$ cat src/rtl/ibex_rf_writeback.sv
// Writeback stage feeding the register file write port: retires EX results directly and
// formats the single outstanding LSU load response before writing it back.
module ibex_rf_writeback #(
  parameter int unsigned DataWidth = 32,
  parameter bit          RV32E     = 1'b0
) (
  input  logic                 clk_i,
  input  logic                 rst_ni,
  input  logic                 ex_valid_i,
  output logic                 ex_ready_o,
  input  logic [4:0]           ex_rd_i,
  input  logic                 ex_rf_we_i,
  input  logic [DataWidth-1:0] ex_result_i,
  input  logic                 ex_load_i,
  input  logic [1:0]           ex_load_type_i,
  input  logic                 ex_load_sext_i,
  input  logic [1:0]           ex_addr_lsb_i,
  input  logic                 lsu_rvalid_i,
  input  logic [31:0]          lsu_rdata_i,
  input  logic                 lsu_err_i,
  output logic                 rf_we_o,
  output logic [4:0]           rf_waddr_o,
  output logic [DataWidth-1:0] rf_wdata_o,
  output logic                 load_pending_o,
  output logic [4:0]           load_rd_o,
  output logic                 load_err_o,
  output logic                 illegal_rd_o
);

  localparam int unsigned AddrW = 5;

  typedef enum logic [0:0] {
    IDLE     = 1'b0,
    WAIT_RSP = 1'b1
  } state_e;

  state_e               state_q, state_d;
  logic [AddrW-1:0]     load_rd_q;
  logic [1:0]           load_type_q;
  logic                 load_sext_q;
  logic [1:0]           load_lsb_q;
  logic                 capture;

  logic                 wr_req;
  logic [AddrW-1:0]     wr_addr;
  logic [DataWidth-1:0] wr_data;
  logic                 rf_we_d, rf_we_q;
  logic [AddrW-1:0]     rf_waddr_q;
  logic [DataWidth-1:0] rf_wdata_q;
  logic                 load_err_d, load_err_q;
  logic                 illegal_d, illegal_q;

  logic [15:0]          half_w;
  logic [7:0]           byte_w;
  logic [31:0]          fmt_data;

  // Select the addressed lane of the returning word and extend it
  always_comb begin
    half_w   = load_lsb_q[1] ? lsu_rdata_i[31:16] : lsu_rdata_i[15:0];
    byte_w   = lsu_rdata_i[{load_lsb_q, 3'b000} +: 8];
    fmt_data = lsu_rdata_i;
    case (load_type_q)
      2'b01:   fmt_data = {{16{load_sext_q & half_w[15]}}, half_w};
      2'b10:   fmt_data = {{24{load_sext_q & byte_w[7]}}, byte_w};
      default: fmt_data = lsu_rdata_i;
    endcase
  end

  // Next-state and write-request decode
  always_comb begin
    state_d    = state_q;
    capture    = 1'b0;
    wr_req     = 1'b0;
    wr_addr    = ex_rd_i;
    wr_data    = ex_result_i;
    load_err_d = 1'b0;
    case (state_q)
      IDLE: begin
        if (ex_valid_i) begin
          if (ex_load_i) begin
            capture = 1'b1;
            state_d = WAIT_RSP;
          end else if (ex_rf_we_i) begin
            wr_req = 1'b1;
          end
        end
      end
      WAIT_RSP: begin
        if (lsu_rvalid_i) begin
          state_d = IDLE;
          if (lsu_err_i) begin
            load_err_d = 1'b1;
          end else begin
            wr_req  = 1'b1;
            wr_addr = load_rd_q;
            wr_data = DataWidth'(fmt_data);
          end
        end
      end
      default: state_d = IDLE;
    endcase
    // x0 writes vanish silently; RV32E upper registers flag an illegal destination
    illegal_d = wr_req & RV32E & wr_addr[4];
    rf_we_d   = wr_req & (wr_addr != '0) & ~illegal_d;
  end

  always_ff @(posedge clk_i or negedge rst_ni) begin
    if (!rst_ni) begin
      state_q     <= IDLE;
      load_rd_q   <= '0;
      load_type_q <= '0;
      load_sext_q <= 1'b0;
      load_lsb_q  <= '0;
      rf_we_q     <= 1'b0;
      rf_waddr_q  <= '0;
      rf_wdata_q  <= '0;
      load_err_q  <= 1'b0;
      illegal_q   <= 1'b0;
    end else begin
      state_q    <= state_d;
      rf_we_q    <= rf_we_d;
      load_err_q <= load_err_d;
      illegal_q  <= illegal_d;
      if (capture) begin
        load_rd_q   <= ex_rd_i;
        load_type_q <= ex_load_type_i;
        load_sext_q <= ex_load_sext_i;
        load_lsb_q  <= ex_addr_lsb_i;
      end
      if (rf_we_d) begin
        rf_waddr_q <= wr_addr;
        rf_wdata_q <= wr_data;
      end
    end
  end

  assign ex_ready_o     = (state_q == IDLE);
  assign load_pending_o = (state_q == WAIT_RSP);
  assign load_rd_o      = load_rd_q;
  assign rf_we_o        = rf_we_q;
  assign rf_waddr_o     = rf_waddr_q;
  assign rf_wdata_o     = rf_wdata_q;
  assign load_err_o     = load_err_q;
  assign illegal_rd_o   = illegal_q;

endmodule
$ cat config.mk
export PLATFORM = sky130hd
export DESIGN_NAME = ibex_rf_writeback
export DESIGN_NICKNAME = d
export VERILOG_FILES = /design/src/rtl/ibex_rf_writeback.sv
export SDC_FILE = /design/constraint.sdc
export NUM_CORES = 1
export LEC_CHECK = 0
export BUFFER_PORTS_ARGS = -buffer_cell sky130_fd_sc_hd__buf_2
export CORE_MARGIN = 1.5
export CORE_UTILIZATION = 50
export CTS_BUF_LIST = sky130_fd_sc_hd__clkbuf_8
export DETAILED_ROUTE_END_ITERATION = 8
export HOLD_SLACK_MARGIN = 0.1
export PLACE_DENSITY = 0.83
export SLEW_MARGIN = 20
export SYNTH_ARGS = -nofsm -noshare
export SYNTH_HDL_FRONTEND = slang
export SYNTH_SLANG_ARGS = --single-unit
$ cat constraint.sdc
create_clock -name clk_i -period 2.3 [get_ports clk_i]
set_input_delay 0.46 -clock clk_i [delete_from_list [all_inputs] [get_ports clk_i]]
set_output_delay 0.46 -clock clk_i [all_outputs]
set_load 0.02 [all_outputs]
==> results by group, run 1 <==
Run status
  • Outcome: complete, no violations

Worst hold path
  • Hold Crit Class: in2async

Floorplanning
  • IO Pins: 128
  • # rows: 28
  • Total Die Area: 6510 µm²
  • Die Y: 80.7 µm
  • Starting Density: 51.2%
  • Width of the die: 80.7 µm
  • Core area: 5890 µm²

Synth
  • Gate Count Post-Synth: 306
  • Post-Synth Simple-Gate Area: 9.05%
  • Ys async rst share: 100%
  • Mux share of post-synthesis cell area: 11.7%
  • Synthesized area per cell: 9.85 µm²
  • YS warnings: 0
  • Xor/xnor cell area share of the yosys netlist: 0%
  • Synthesized-area fraction occupied by adder cells: 0.830%
  • #FFs+latches synth: 50
  • Synthesized area: 3020 µm²
  • Top_reg_cell synth: dfrtp_1
  • EDFF count, synth: 0
  • Syn_nets: 389
  • Seq/Total Area, Yosys: 41.5%
  • Compound-Gate Fraction of Synth Area: 30.2%
  • Largest family of logic cells by synthesized area: compound AO/OA/AOI/OAI gates
  • Distinct cells, synth: 40

Clock tree
  • Clk_lat worst skew: 0.30 ns
  • Bufs on Longest Clock Path: 2
  • Number of CTS-inserted buffers: 5
  • Root Buffer: clkbuf_8
  • Post-CTS Setup Inserts: 0
  • Clk sinks: 50
  • H-tree level count: 2
  • Post-CTS sizing: 0
  • Clk slew on worst S/H paths: 0.09 ns
  • Post-CTS Hold Buffers: 0
  • TritonCTS clock tree: yes

Layout
  • Diodes inserted: 0
  • Final #Nets: 506
  • Area delta synth->final: 26.4%
  • Commonest non-fill, non-tap cell in the layout: buf_2
  • Most frequent cells in the layout: 126 x buf_2, 50 x dfrtp_1, 33 x o21ai_0
  • Filler instances: 523
  • Layout cells sized above 1: 42.5%
  • Multi-input gate area: 1560 µm²
  • FF+latch area: 1250 µm²

Global route
  • First-pass GRT wire length: 13.9 mm
  • Vias in the first global route: 2946
  • Grt ovf: 0
  • All-Layer GR Usage: 28.0%
  • Largest net degree at the start of global routing: 29
  • Initial antenna violation count: 0

Route
  • Vias per inst: 6.14
  • DRC errors left: 0
  • Drt total wl: 9.10 mm
  • Detailed Routing Iterations Pass 1: 5
  • Routed wire per std cell: 18.2 µm
  • DR iter-0 viols: 309
  • Via count: 3062
  • ANT nets after route: 0

Place
  • Hpwl dp: 6.95 mm
  • Final GP Congestion: 0.927
  • Port bufs: 126

Timing
  • RSZ-0062 raised after global routing: false
  • Achievable Freq: 464 MHz
  • Final setup violation count: 0
  • Final Critical Period: 2.16 ns
  • Period utilization: 93.8%
  • Final TNS setup: 0 ns
  • Relative max-transition margin: 50.4%
  • Fin. Hold Viols: 0
  • Slew Viols, Final: 0
  • Least-Margin Pin Slew: 0.738 ns
  • Setup Skew: 0.00740 ns

Worst setup path
  • Worst Path Max Fanout: 16
  • Startpoint Class: register
  • Kind of end point of the critical path: register
  • CP Data Required Time: 2.49 ns
  • WP data arrival: 2.34 ns
  • WS Path Type: reg2reg

Power and ir drop
  • Pwr Total: 3.39 mW
  • Flop pwr share: 38.3%
  • Sw power: 1.36 mW
  • Sw frac: 40.0%
  • VDD IR-drop max: 0.000449 V
  • Power Internal: 2.03 mW
  • Power density cells: 889 nW/µm²
  • Comb pwr share: 43.3%
  • Clock power share: 18.4%
  • Lkg Pwr: 1.93 nW

Run
  • Maxcap violations: 0
## per-stage QoR
step	utilization (%)	setup WS, ns	hold WS, ns	std cells	cell area (µm²)
floorplan	-	0.372	0.164	306	3020
global placement	62.9	0.215	0.479	491	3700
detailed placement	62.9	0.168	0.488	491	3700
CTS	64.8	0.199	0.188	499	3810
global route	64.8	0.00720	0.199	499	3810
finish	64.8	0.144	0.166	499	3810
## Yosys cell counts, types with 3 or more instances
cell | count | share of area [%]
dfrtp_1 | 50 | 41
o21ai_0 | 33 | 5.5
mux2_2 | 26 | 9.7
a21oi_1 | 25 | 4.1
a21o_1 | 17 | 4.2
clkbuf_1 | 17 | 2.1
a22o_1 | 16 | 4.6
nor2_1 | 16 | 2.0
nand3_1 | 13 | 2.2
nor3_1 | 8 | 1.3
o21a_1 | 8 | 2.0
o32ai_1 | 8 | 2.3
a221oi_1 | 7 | 2.0
o22ai_1 | 7 | 1.5
o41ai_1 | 7 | 2.0
mux2i_1 | 6 | 2.0
buf_2 | 5 | 0.83
buf_6 | 5 | 1.9
inv_1 | 5 | 0.62
nand2_1 | 3 | 0.37
## sequential cells by signal, indices dropped and copies added, names as in the netlist
name,flops
rf_wdata_o,32
load_rd_o,5
rf_waddr_o,5
load_lsb_q,2
load_type_q,2
load_err_o,1
load_pending_o,1
load_sext_q,1
rf_we_o,1
## power by group through the flow
stage | registers (mW) | clock network (mW) | logic, mW
3_5_place_dp | 1.31 | 0 | 1.46
2_1_floorplan | 1.57 | 0 | 0.682
6_report | 1.30 | 0.623 | 1.47
5_1_grt | 1.33 | 0.668 | 1.58
3_3_place_gp | 1.30 | 0 | 1.42
4_1_cts | 1.30 | 0.633 | 1.46
## path summary, 6_finish.rpt
path | endpoint | slack, ns | cells past startpoint | start
setup / recovery | rf_wdata_o[6]$_DFFE_PN0P_ | 0.14 | 6 | load_type_q[0]$_DFFE_PN0P_
hold / removal | rf_we_o$_DFF_PN0_ | 0.17 | 1 | rst_ni
setup reg to reg | rf_wdata_o[6]$_DFFE_PN0P_ | 0.14 | 6 | load_type_q[0]$_DFFE_PN0P_
hold reg to reg | rf_wdata_o[14]$_DFFE_PN0P_ | 0.51 | 1 | rf_wdata_o[14]$_DFFE_PN0P_
max in group asynchronous | rf_wdata_o[19]$_DFFE_PN0P_ | 1.58 | 2 | rst_ni
min in group clk_i | load_sext_q$_DFFE_PN0P_ | 0.38 | 2 | ex_load_sext_i
## critical path: stages, from the launching register on
cell     delay [ns]
dfrtp_1        0.38
inv_1          0.05
ha_1           0.38
buf_4          0.23
nor3_1         0.62
o221a_2        0.31
o41ai_1        0.06
## area by class of cell
class / count / share of cell area, %
repair buffers: 141 / 20.2
clock inverters: 3 / 1.08
well taps: 75 / 2.46
inverters: 6 / 0.656
flip-flops and latches: 50 / 32.8
multi-input cells: 219 / 41.0
clock buffers: 5 / 1.81
## kinds of logic after synthesis
family,count (synthesis)
compound gates,133
simple gates,51
flops,50
buf+inv,37
mux,32
fa+ha+maj,2
other cells,1
## per-layer routing
layer / wire length, µm / track usage, % / share of wire (%) / vias up
met4: 269 / 10.0 / 3.0 / 0
met5: 0 / 0 / 0 / -
met3: 813 / 6.48 / 8.9 / 33
li1: - / - / - / 1397
met2: 4260 / 44.5 / 47 / 193
met1: 3750 / 37.1 / 41 / 1439
(Power assumes the default switching activity.)
==> run 2: changes to the inputs <==
--- a/config.mk
+++ b/config.mk
@@ -6,12 +6,14 @@
 export NUM_CORES = 1
 export LEC_CHECK = 0
 export BUFFER_PORTS_ARGS = -buffer_cell sky130_fd_sc_hd__buf_2
+export CAP_MARGIN = 15
 export CORE_MARGIN = 1.5
 export CORE_UTILIZATION = 50
 export CTS_BUF_LIST = sky130_fd_sc_hd__clkbuf_8
 export DETAILED_ROUTE_END_ITERATION = 8
 export HOLD_SLACK_MARGIN = 0.1
 export PLACE_DENSITY = 0.83
+export RECOVER_POWER = 50
 export SLEW_MARGIN = 20
 export SYNTH_ARGS = -nofsm -noshare
 export SYNTH_HDL_FRONTEND = slang
==> run 2 against run 1 <==
  * Sequential cell count unchanged
  * Clock skew shrank 0.0016 ns
  * Utilization shrank 0.70 points
  * Fmax fell by 0.24%
  * Clock power hardly changed
  * Non-clock buffer count unchanged
  * Largest cell class unchanged
  * Wire length increased by 0.14%
  * Global-route usage unchanged
  * Combinational power fell by 3%
  * Via count decreased by 0.46%
==> results by group, run 2 (synthesis gave the netlist of run 1 again) <==
Run status
  • Outcome: complete, no violations

Power and ir drop
  • Sw frac: 40.5%
  • Power Internal: 2.00 mW
  • Power density cells: 891 nW/µm²
  • Comb pwr share: 42.7%
  • Flop pwr share: 38.8%
  • Clock power share: 18.5%
  • Sw power: 1.36 mW
  • Lkg Pwr: 1.86 nW
  • VDD IR-drop max: 0.000448 V

Worst hold path
  • Hold Crit Class: in2reg
  • Hold Path End: load_sext_q$_DFFE_PN0P_
  • Hold Startpoint: ex_load_sext_i
  • Hold Path Depth: 2

Worst setup path
  • CP Data Required Time: 2.48 ns
  • Peak per-stage delay on the critical path: 0.62 ns
  • R2r setup slk: 0.14 ns
  • Worst Path Max Fanout: 16
  • Critical-path top delay cell: nor3_1
  • Kind of end point of the critical path: register
  • WS Path Type: reg2reg
  • Buf/Inv on CP: 2
  • WP data arrival: 2.35 ns
  • Launching point of the worst reg2reg path: load_type_q[0]$_DFFE_PN0P_
  • Reg2reg path depth: 6
  • CP Cell Sequence: inv_1 -> ha_1 -> buf_4 -> nor3_1 -> o221a_2 -> o41ai_1
  • Startpoint Class: register
  • Reg2reg end: rf_wdata_o[6]$_DFFE_PN0P_
  • Largest delay share family, worst path: simple AND/OR/NAND/NOR gates
  • Worst path depth: 6

Layout
  • Filler instances: 530
  • Most frequent cells in the layout: 105 x buf_2, 50 x dfrtp_1, 33 x o21ai_0
  • Layout cells sized above 1: 37.5%
  • Max reg flops: 32
  • Diodes inserted: 0
  • Final #Nets: 506
  • Commonest non-fill, non-tap cell in the layout: buf_2
  • Non-Filler Instances: 499
  • Area delta synth->final: 25.1%

Clock tree
  • Clk_lat worst skew: 0.30 ns
  • Post-CTS sizing: 0
  • Clk slew on worst S/H paths: 0.09 ns
  • Post-CTS Hold Buffers: 0
  • Post-CTS Setup Inserts: 0
  • TritonCTS clock tree: yes
  • Bufs on Longest Clock Path: 2
  • Root Buffer: clkbuf_8
  • Clk sinks: 50
  • Number of CTS-inserted buffers: 5
  • H-tree level count: 2

Timing
  • Relative max-transition margin: 5.42%
  • Final TNS setup: 0 ns
  • Slew Viols, Final: 0
  • Achievable Freq: 463 MHz
  • Hold WS: 0.382 ns
  • Final setup violation count: 0
  • Final worst slack: 0.138 ns
  • Setup Skew: 0.00576 ns
  • Final Critical Period: 2.16 ns
  • Fin. Hold Viols: 0
  • Least-Margin Pin Slew: 1.42 ns
  • Period utilization: 94.0%
  • RSZ-0062 raised after global routing: false

Route
  • Detailed Routing Iterations Pass 1: 5
  • Vias per inst: 6.11
  • Via count: 3048
  • Drt total wl: 9.11 mm
  • ANT nets after route: 0
  • Routed wire per std cell: 18.3 µm
  • DR iter-0 viols: 323
  • DRC errors left: 0

Floorplanning
  • Starting Density: 51.2%
  • IO Pins: 128
  • # rows: 28
  • Die Y: 80.7 µm
  • Width of the die: 80.7 µm
  • Total Die Area: 6510 µm²
  • Core area: 5890 µm²

Global route
  • Largest net degree at the start of global routing: 29
  • All-Layer GR Usage: 28.0%
  • Grt ovf: 0
  • Vias in the first global route: 2946
  • Initial antenna violation count: 0
  • First-pass GRT wire length: 13.9 mm

Place
  • Final GP Congestion: 0.927
  • Placed cells: 491
  • Hpwl dp: 6.95 mm
  • Dpl ws: 0.168 ns
  • Port bufs: 126

Run
  • Maxcap violations: 0
run 2: cell count changes in the layout (fill, tap and decap cells not counted):
| cell | delta |
|---|---|
| clkbuf_1 | +21 |
| buf_2 | -21 |
| buf_12 | -1 |
| clkbuf_2 | +1 |
run 2: worst max path at each step:
stage	startpoint	endpoint	slack, ns
finish	load_type_q[0]$_DFFE_PN0P_	rf_wdata_o[6]$_DFFE_PN0P_	0.14
global route	load_type_q[0]$_DFFE_PN0P_	rf_wdata_o[6]$_DFFE_PN0P_	0.007
CTS	load_type_q[0]$_DFFE_PN0P_	rf_wdata_o[6]$_DFFE_PN0P_	0.20
detailed placement	ex_rd_i[2]	rf_wdata_o[28]$_DFFE_PN0P_	0.17
global placement	ex_rd_i[2]	rf_wdata_o[17]$_DFFE_PN0P_	0.22
floorplan	load_rd_o[1]$_DFFE_PN0P_	rf_wdata_o[23]$_DFFE_PN0P_	0.37
run 2: routing by layer:
metal | track usage, % | up-vias | wire length (µm)
li1 | - | 1398 | -
met1 | 37.1 | 1422 | 3750
met2 | 44.5 | 192 | 4220
met3 | 6.48 | 36 | 843
met4 | 10.0 | 0 | 293
met5 | 0 | - | 0
run 2: power by group through the flow:
stage | clock network, mW | registers, mW | logic, mW
floorplan | 0 | 1.57 | 0.682
global route | 0.668 | 1.34 | 1.55
CTS | 0.633 | 1.30 | 1.46
detailed placement | 0 | 1.31 | 1.46
finish | 0.623 | 1.30 | 1.43
global placement | 0 | 1.30 | 1.42
run 2: layout make-up:
| class | instances | area [µm²] | area share, % |
|---|---|---|---|
| Multi-Input combinational cell | 219 | 1560 | 41.5 |
| Sequential cell | 50 | 1250 | 33.2 |
| Timing Repair Buffer | 141 | 727 | 19.3 |
| Tap cell | 75 | 93.8 | 2.49 |
| Clock buffer | 5 | 68.8 | 1.82 |
| Clock inverter | 3 | 41.3 | 1.09 |
| Inverter | 6 | 25.0 | 0.664 |
run 2: worst register-to-register path, delay by kind of cell, from the launching register on:
kind	cells	cell delay [ns]
fa+ha+maj	1	0.38
simple gates	1	0.62
buf+inv	2	0.28
flops	1	0.38
compound gates	2	0.38
run 2: per-stage QoR:
step                      total power [mW]  cell area [µm²]  util, %
after floorplan                       2.25             3020        -
after global placement                2.72             3700     62.9
after detailed placement              2.77             3700     62.9
after CTS                             3.39             3810     64.8
after global routing                  3.55             3770     64.1
final                                 3.36             3770     64.1
